### src/rtl/dz_countdown.sv
// Button-driven countdown timer: synchronised (optionally debounced) start/pause buttons
// drive an IDLE/RUN/PAUSE/DONE FSM. Define DZ_COUNTDOWN_DEBOUNCE_EN to enable the debounce filter.
module dz_countdown #(
    parameter int TICK_DIV  = 1000,
    parameter int START_VAL = 5,
    parameter int DB_CYCLES = 20
) (
    input  logic       clk,
    input  logic       rst,
    input  logic       btn_start,
    input  logic       btn_pause,
    output logic [2:0] num,
    output logic       running,
    output logic       done
);

    localparam int PW = (TICK_DIV > 1) ? $clog2(TICK_DIV) : 1;

    typedef enum logic [1:0] {IDLE, RUN, PAUSE, DONE} state_t;

    // Bit 0 carries the start button, bit 1 the pause button.
    logic [1:0] s1_q, s1_d, s2_q, s2_d, prev_q, prev_d, armed_q, armed_d;
    logic [1:0] filt, btn_edge;
    logic       warm_q, warm_d;

    state_t      state_q, state_d;
    logic [2:0]  num_q, num_d;
    logic [PW-1:0] presc_q, presc_d;
    logic        running_q, running_d;
    logic        done_q, done_d;
    logic        tick;

    // A button is armed only after it has been seen released post-reset, so a
    // press held through reset release cannot produce an edge.
    always_comb begin
        s1_d     = {btn_pause, btn_start};
        s2_d     = s1_q;
        warm_d   = 1'b1;
        prev_d   = filt;
        armed_d  = armed_q | (~s1_q & {2{warm_q}});
        btn_edge = filt & ~prev_q & armed_q;
    end

    always_ff @(posedge clk or posedge rst) begin
        if (rst) begin
            s1_q    <= '0;
            s2_q    <= '0;
            prev_q  <= '0;
            armed_q <= '0;
            warm_q  <= 1'b0;
        end else begin
            s1_q    <= s1_d;
            s2_q    <= s2_d;
            prev_q  <= prev_d;
            armed_q <= armed_d;
            warm_q  <= warm_d;
        end
    end

`ifdef DZ_COUNTDOWN_DEBOUNCE_EN
    localparam int CW = $clog2(DB_CYCLES + 1);

    logic [1:0]         filt_q, filt_d;
    logic [1:0][CW-1:0] db_cnt_q, db_cnt_d;

    always_comb begin
        filt_d   = filt_q;
        db_cnt_d = db_cnt_q;
        for (int i = 0; i < 2; i++) begin
            if (s2_q[i] != filt_q[i]) begin
                if (db_cnt_q[i] == CW'(DB_CYCLES - 1)) begin
                    filt_d[i]   = s2_q[i];
                    db_cnt_d[i] = '0;
                end else begin
                    db_cnt_d[i] = db_cnt_q[i] + CW'(1);
                end
            end else begin
                db_cnt_d[i] = '0;
            end
        end
    end

    always_ff @(posedge clk or posedge rst) begin
        if (rst) begin
            filt_q   <= '0;
            db_cnt_q <= '0;
        end else begin
            filt_q   <= filt_d;
            db_cnt_q <= db_cnt_d;
        end
    end

    assign filt = filt_q;
`else
    assign filt = s2_q;
`endif

    assign tick = (presc_q == PW'(TICK_DIV - 1));

    // Start beats everything, including a simultaneous pause edge.
    always_comb begin
        state_d = state_q;
        num_d   = num_q;
        presc_d = presc_q;
        done_d  = 1'b0;
        if (btn_edge[0]) begin
            state_d = RUN;
            num_d   = 3'(START_VAL);
            presc_d = '0;
        end else begin
            case (state_q)
                RUN: begin
                    if (btn_edge[1]) begin
                        state_d = PAUSE;
                    end else if (tick) begin
                        presc_d = '0;
                        if (num_q <= 3'd1) begin
                            num_d   = 3'd0;
                            done_d  = 1'b1;
                            state_d = DONE;
                        end else begin
                            num_d = num_q - 3'd1;
                        end
                    end else begin
                        presc_d = presc_q + PW'(1);
                    end
                end
                PAUSE: begin
                    if (btn_edge[1]) state_d = RUN;
                end
                default: begin
                    num_d   = 3'd0;
                    presc_d = '0;
                end
            endcase
        end
        running_d = (state_d == RUN);
    end

    always_ff @(posedge clk or posedge rst) begin
        if (rst) begin
            state_q   <= IDLE;
            num_q     <= 3'd0;
            presc_q   <= '0;
            running_q <= 1'b0;
            done_q    <= 1'b0;
        end else begin
            state_q   <= state_d;
            num_q     <= num_d;
            presc_q   <= presc_d;
            running_q <= running_d;
            done_q    <= done_d;
        end
    end

    assign num     = num_q;
    assign running = running_q;
    assign done    = done_q;

endmodule

### config.mk
export PLATFORM = sky130hd
export DESIGN_NAME = dz_countdown
export DESIGN_NICKNAME = d
export VERILOG_FILES = /design/src/rtl/dz_countdown.sv
export SDC_FILE = /design/constraint.sdc
export NUM_CORES = 1
export LEC_CHECK = 0
export BUFFER_PORTS_ARGS = -buffer_cell sky130_fd_sc_hd__buf_4
export CAP_MARGIN = 20
export CORE_AREA = 2 2 62 64
export DETAILED_ROUTE_END_ITERATION = 12
export DIE_AREA = 0 0 64 66
export GPL_ROUTABILITY_DRIVEN = 1
export PLACE_DENSITY_LB_ADDON = 0.15
export SYNTH_ARGS = -nofsm -noshare
export SYNTH_HDL_FRONTEND = slang
export SYNTH_SLANG_ARGS = --single-unit
### constraint.sdc
create_clock -name clk -period 2.9 [get_ports clk]
set_clock_uncertainty 0.1 [all_clocks]
set_input_delay 0.29 -clock clk [delete_from_list [all_inputs] [get_ports clk]]
set_output_delay 0.29 -clock clk [all_outputs]
set_load 0.05 [all_outputs]
==> run_results.csv <==
group,metric,value,unit
setup_path,cp.arrival,2220,ps
grt,antenna_found_initial,0,
setup_path,rrSetupSlack,860,ps
sta,period_needed,2041,ps
clocking,worstSkewPairLatency,330,ps
cells_and_area,area_growth,14.58,%
sta,rsz0062_at_grt,"false",
cells_and_area,post_route_cells_drive_above_1_share,14.18,%
synth,yosys.area_share.simple,22.38,%
synth,synth-compound-area-share,17.08,%
drt,vias_per_cell,5.339,
drt,drtPass1Iterations,4,
synth,synthCells,129,
die,chipWidth,64,µm
synth,synth_area,1348,µm²
synth,muxShareOfSynthArea,0.7428,%
synth,ys_warn_count,0,
synth,seq_area_frac_synth,48.28,%
placement,place_area,1434,µm²
clocking,cts_root_buf,"clkbuf_4",
grt,track_usage,14.05,%
synth,synth_xor_xnor_area_share,1.300,%
power_and_ir_drop,ir_worst_vdd,195.4,µV
die,start_util,37.95,%
setup_path,worstSetupEndpointType,"flip-flop",
min_path,hp-class,"reg -> reg",
drt,detail_route.wl_per_cell,13.89,µm
placement,hpwl,1918,µm
sta,timing.final.crit_share,70.36,%
grt,grt_max_degree,27,
grt,grt_pass1_wl,4574,µm
placement,io_buffer_count,8,
grt,grt-ovfl-total,0,
cells_and_area,num_antenna_cells,0,
sta,fmax,0.4901,GHz
clocking,cts_tree,"built",
cells_and_area,fin_nets,151,
flow_run,cap_violations,0,
drt,drt.antenna.violating_nets,0,
synth,synth-seq-cells,26,
die,rows,22,
grt,grt_pass1_vias,951,
synth,synth_edf_count,0,
drt,drt_iter0_drc,76,
clocking,clock_path_buffers,2,
setup_path,worstSetupPathType,"reg -> reg",
power_and_ir_drop,leakagePower,0.6397,nW
drt,wirelength,2625,µm
clocking,post_cts_buffers,0,
synth,postSynthNetCount,138,
outcome,status,"finished, final reports clean",
setup_path,cp-start-kind,"flip-flop",
sta,hold_viol_final,0,
die,die_area,4224,µm²
die,core,3551,µm²
synth,synth-adder-area-share,4.643,%
cells_and_area,design_area,1544,µm²
synth,synth_top_family_by_area,"simple AND/OR/NAND/NOR gates",
clocking,htree_num_levels,1,
sta,finalSetupTns,0,ps
synth,synthArstFlopShare,100.0,%
sta,setup-violations-final,0,
die,die_h,66,µm
power_and_ir_drop,powerDensity,760.0,nW/µm²
sta,drv_slew,0,
synth,synth.distinct_cells,43,
die,io_pins,9,
drt,drc,0,
placement,gp_congestion,0.8213,
setup_path,cp.required,3070,ps
clocking,cts_resized,0,
clocking,clkSinkCount,26,
clocking,numCtsBuffers,3,
setup_path,path_cells,"ha_1 > and4b_4 > o22a_4 > or4_1 > a21oi_1",
clocking,clk_pin_slew,140,ps
setup_path,critical_path.slowest_cell,"or4_1",
setup_path,slowest_delay,480,ps
synth,avgSynthCellArea,10.45,µm²
clocking,hold_buffers,2,
drt,via_count,1009,
synth,ys.flop_type,"dfrtp_1",
setup_path,worst-path-max-fanout,9,
cells_and_area,fillerInstances,349,
## cell families (layout without fill, tap and decap cells)
kind of cell / Yosys count / in the layout
other: 1 / 1
buffers and inverters: 14 / 26
XOR/XNOR: 2 / 2
multiplexers: 1 / 1
AND/OR/NAND/NOR: 48 / 48
adder cells (fa/ha/maj): 5 / 5
flip-flops: 26 / 26
AO/OA/AOI/OAI: 32 / 32
## per-layer routing
layer	vias up	wire length (µm)	GRT usage (%)
li1	499	-	-
met1	491	1329	19.81
met2	14	1170	20.83
met3	5	68	2.555
met4	0	56	6.522
met5	-	0	0
## state kept, by name (all words and copies together), names as in the netlist
register and flops:
prev_q 2, running 1, num 3, armed_q 2
filt 2, s1_q 2, warm_q 1, presc_q 10
done 1, state_q 2
## stage by stage
step	cells	worst slack (ps)	hold WS [ps]	utilization, %	total power [mW]
after floorplan	129	723.2	221.4	-	0.8192
after global placement	181	924.3	273.5	40.38	0.9167
after detailed placement	181	864.7	280.8	40.38	0.9200
after CTS	187	849.8	109.3	42.42	1.180
after global routing	189	711.9	327.9	43.48	1.253
final	189	859.5	306.1	43.48	1.173
## synth_stat cells, types with 4 or more instances
cell type / count / share of area, %
dfrtp_1: 26 / 48
o31ai_1: 4 / 2.2
inv_1: 10 / 2.8
o21ai_0: 5 / 1.9
or4_1: 4 / 2.2
nor2_1: 6 / 1.7
a21oi_1: 11 / 4.1
nand4_1: 5 / 2.3
nand2_1: 7 / 2.0
ha_1: 5 / 4.6
nand3_1: 5 / 1.9
or3_1: 4 / 1.9
## cell usage in the layout, fill, tap and decap left out, types with 2 or more instances in the layout
cell,n
nand3_1,5
ha_1,5
nand4b_1,3
o21ai_0,5
inv_1,10
or3_1,4
clkbuf_4,3
a21oi_1,11
nand3b_1,2
a21o_1,2
nor2_1,6
dfrtp_1,26
nand2_1,7
dlygate4sd3_1,3
or4_1,4
nand4_1,5
o31ai_1,4
nor3_1,2
buf_4,8
## critical path, delay by kind of cell, from the launching register on
family / cells / cell delay (ps)
adders and majority gates: 1 / 340
and+or+nand+nor: 2 / 760
DFF: 1 / 430
AOI/OAI and AO/OA: 2 / 360
## worst paths after layout
kind	startpoint	end	depth (start not counted)
worst max-delay path	state_q[0]	presc_q[9]	5
worst min-delay path	s1_q[0]	filt[0]	0
worst max register to register	state_q[0]	presc_q[9]	5
worst min register to register	s1_q[0]	filt[0]	0
max in group asynchronous	rst	armed_q[1]	4
min in group asynchronous	rst	presc_q[8]	3
## power breakdown
group / switching, mW / internal, mW
registers: 0.0474 / 0.413
clock network: 0.114 / 0.140
logic: 0.281 / 0.178
total: 0.442 / 0.731
## final cells by class
class | count | area, µm² | area share [%]
inverters | 10 | 37.54 | 2.431
flip-flops and latches | 26 | 650.6 | 42.14
multi-input cells | 89 | 625.6 | 40.52
well taps | 48 | 60.06 | 3.890
repair buffers | 12 | 117.6 | 7.618
clock inverters | 1 | 30.03 | 1.945
clock buffers | 3 | 22.52 | 1.459
(Power assumes the default switching activity.)
